## config.mk

```make
export PLATFORM = sky130hd
export DESIGN_NAME = if_fetch_stage
export DESIGN_NICKNAME = d
export VERILOG_FILES = /design/src/rtl/if_fetch_stage.sv
export SDC_FILE = /design/constraint.sdc
export NUM_CORES = 1
export LEC_CHECK = 0
export ABC_AREA = 1
export CAP_MARGIN = 0
export CORE_MARGIN = 5
export CORE_UTILIZATION = 44
export CTS_CLUSTER_SIZE = 12
export DETAILED_ROUTE_END_ITERATION = 6
export PLACE_DENSITY = 0.83
export SETUP_SLACK_MARGIN = 0.1
export SYNTH_ARGS = -nofsm -noshare
export SYNTH_HDL_FRONTEND = slang
export SYNTH_SLANG_ARGS = --single-unit
export TNS_END_PERCENT = 20
```

## constraint.sdc

```tcl
create_clock -name clk -period 1.8 [get_ports clk]
set_input_delay 0.27 -clock clk [delete_from_list [all_inputs] [get_ports clk]]
set_output_delay 0.27 -clock clk [all_outputs]
set_load 0.02 [all_outputs]
```

## src/rtl/if_fetch_stage.sv

```systemverilog
// Instruction-fetch stage: issues one fetch at a time on an SRAM-like port and
// presents {pc, inst, adel} to decode through a valid/allowin handshake.
//
// state     | meaning
// ----------|-----------------------------------------------------------
// S_REQ     | requesting pc (or raising address error if pc misaligned)
// S_WAIT    | address accepted, waiting for read data (discard = drop it)
// S_VALID   | entry presented to decode, held until allowin or flush
module if_fetch_stage #(
   parameter logic [31:0] NOP_INST = 32'h00000000
) (
   input  logic        clk,
   input  logic        reset,
   input  logic [31:0] pc,
   output logic        pc_en,
   input  logic        flush,
   output logic        inst_req,
   output logic [31:0] inst_addr,
   input  logic        inst_addr_ok,
   input  logic        inst_data_ok,
   input  logic [31:0] inst_rdata,
   output logic        fs_valid,
   output logic [31:0] fs_pc,
   output logic [31:0] fs_inst,
   output logic        fs_adel,
   input  logic        ds_allowin
);

   typedef enum logic [1:0] {
      S_REQ   = 2'd0,
      S_WAIT  = 2'd1,
      S_VALID = 2'd2
   } state_t;

   state_t      state;
   logic        discard;
   logic [31:0] fetch_pc;
   logic        pc_misaligned;
   logic        addr_accept;

   assign pc_misaligned = (pc[1:0] != 2'b00);
   assign inst_req      = (state == S_REQ) && !pc_misaligned && !reset;
   assign inst_addr     = pc;
   assign addr_accept   = inst_req && inst_addr_ok;

   // A misaligned pc is consumed without a memory request, so it advances the PC too.
   assign pc_en = !reset && (flush || addr_accept || ((state == S_REQ) && pc_misaligned));

   always_ff @(posedge clk) begin
      if (reset) begin
         state    <= S_REQ;
         discard  <= 1'b0;
         fetch_pc <= 32'h0;
         fs_valid <= 1'b0;
         fs_pc    <= 32'h0;
         fs_inst  <= 32'h0;
         fs_adel  <= 1'b0;
      end else begin
         case (state)
            S_REQ: begin
               if (addr_accept) begin
                  fetch_pc <= pc;
                  discard  <= flush;
                  state    <= S_WAIT;
               end else if (pc_misaligned && !flush) begin
                  fs_valid <= 1'b1;
                  fs_pc    <= pc;
                  fs_inst  <= NOP_INST;
                  fs_adel  <= 1'b1;
                  state    <= S_VALID;
               end
            end
            S_WAIT: begin
               if (inst_data_ok) begin
                  if (discard || flush) begin
                     discard <= 1'b0;
                     state   <= S_REQ;
                  end else begin
                     fs_valid <= 1'b1;
                     fs_pc    <= fetch_pc;
                     fs_inst  <= inst_rdata;
                     fs_adel  <= 1'b0;
                     state    <= S_VALID;
                  end
               end else if (flush) begin
                  discard <= 1'b1;
               end
            end
            S_VALID: begin
               // flush and allowin both retire the entry; outputs otherwise hold
               if (flush || ds_allowin) begin
                  fs_valid <= 1'b0;
                  state    <= S_REQ;
               end
            end
            default: state <= S_REQ;
         endcase
      end
   end

endmodule

```

==> metrics.yaml <==
yosysWarnings: 0
critPathArrivalTime_ps: 1500
cts_tree: "built"
maxSlewHeadroom: 0.325
cap_viol_max_count: 0
clock_skew_ps: 11.8
wl_met2_um: 5840
synth_area_um2: 4370
yosysTopAreaCell: "dfxtp_1"
min_path_type: "in -> reg"
mostFrequentLayoutCells: "nand2_1 (239), clkdlybuf4s50_1 (164), dfxtp_1 (101)"
drt.antenna.violating_nets: 0
route.vias.total: 4529
drive_gt1_frac: 0.0928
fin_total_pwr_w: 0.00464
end_kind: "output pin"
crit_required_ps: 1530
numCtsBuffers: 9
crit_path_start_kind: "input pin"
fp-row-count: 36
yosysSeqAreaShare: 0.463
criticalPathCategory: "in -> out"
grtUsageTotal: 0.208
grt_antenna_before_repair: 0
nNetsFinal: 831
clock_latency_ps: 360
maxSlewViolCount: 0
drt_pass1_iterations: 5
htree_levels: 3
grt_pass1_wl_um: 20100
status: "complete, no violations"
wl_met3_um: 1080
num_io_pins: 170
start_util: 0.449
die_w_um: 110
cts_sinks: 101
clockBufferDepth: 2
layout_commonest_cell: "nand2_1"
grt_max_degree: 100
via_per_inst: 5.04
io_buffers: 169
coreArea_um2: 9730
area_growth_pct: 44.8
met1Wirelength_um: 5730
peakVddDrop_mv: 0.416
dieHeight_um: 110
yosysTopAreaCellShare: 0.463
period_minus_slack_ps: 1770
fin_crit_sh: 0.986
ys_types: 18
cts_hold_buf: 0
crit_path_max_fanout: 3
setup_tns_ps: 0
synth_seq_cells: 101
syn_nets: 687
top_layer: "met4"
grt_pass1_vias: 4294
syn_area_per_cell_um2: 7.09
synthTopCellsByArea: "dfxtp_1 (46%), nand2_1 (21%), a21oi_1 (11%)"
wl_um: 12900
fmax_mhz: 563
cellPowerDensity_nw_per_um2: 734
gp_congestion: 0.821
clk_pin_slew_ps: 90
overflow: 0
n_antenna_cell: 0
leakage_nw: 2.43
finalSetupViolCount: 0
drc_errors: 0
wl_per_cell_um: 14.4
root_buffer: "clkbuf_8"
hold_violations: 0
hpwl_um: 9240
detail_route.iter0.violations: 336
synthCells: 617
whs_ps: 326
die_area_um2: 12000
rsz0062_at_grt: "yes"
max_slew.worst_pin.slew_ps: 1010
==> area by class of cell <==
cell class              count  area (µm²)
clock buffers              10         128
clock inverters             5        60.1
fillers                   802        3400
inverters                  14        52.6
multi-input cells         427        1870
flip-flops and latches    101        2020
well taps                 133         166
repair buffers            208        2030
==> worst max-delay path, stage by stage <==
cell	delay, ps
clkdlybuf4s50_1	440
nor2_2	180
nand2_2	100
nor2_4	150
nand2_2	80
a21oi_2	120
buf_4	150
==> synth_stat cells <==
master / n
o21ai_0: 1
nand3_1: 66
buf_2: 17
nand2_1: 242
clkbuf_1: 17
buf_4: 32
nor2_1: 11
nand2_2: 2
inv_2: 2
nor2_2: 2
nand3b_1: 1
buf_6: 5
nor2_4: 1
inv_1: 12
a21oi_1: 100
o21bai_1: 1
buf_1: 4
dfxtp_1: 101
==> registers in the layout, indices dropped and copies added (netlist names) <==
signal	count
discard	1
fs_pc	32
fs_valid	1
fetch_pc	32
fs_inst	32
fs_adel	1
state	2
==> final timing paths <==
path	end	slack, ps	from	cells past startpoint
max	pc_en	30	pc[1]	7
max reg2reg	fs_pc[14]	280	state[1]	8
min reg2reg	fetch_pc[0]	450	fetch_pc[0]	2
min	discard	330	reset	5
==> layer usage <==
metal | vias up | global-route usage
met5 | - | 0
met4 | 0 | 0.0748
met3 | 26 | 0.0546
met2 | 208 | 0.337
met1 | 2061 | 0.265
li1 | 2234 | -
==> timing repair <==
action	in CTS	in global routing
resized for setup	11	11
endpoints found under the hold margin	0	0
buffers inserted	0	2
cloned	0	1
pin swaps	0	3
endpoints found under the setup margin	4	51
==> power breakdown <==
group,internal (W),total (W),leakage [nW],switching [W]
Combinational,0.000441,0.000905,1.52,0.000464
Sequential,0.00230,0.00234,0.820,0.0000380
Clock,0.000644,0.00140,0.0931,0.000753
Total,0.00339,0.00464,2.43,0.00125
==> metrics by stage <==
step                 util  std cells  setup WS, ps  instance area, µm²
finish              0.650        898          25.1                6330
global route        0.650        898         -16.0                6330
CTS                 0.643        895          16.9                6260
detailed placement  0.624        880          -455                6070
global placement    0.624        880          -397                6070
floorplan               -        617           194                4380
==> kinds of logic (layout without fill, tap and decap cells) <==
kind of cell,Yosys count,after routing,synth area share
and+or+nand+nor,325,325,0.303
AOI/OAI and AO/OA,102,102,0.117
DFF,101,101,0.463
buffers and inverters,89,237,0.117
Note: power is estimated with default switching activity, not from simulation.
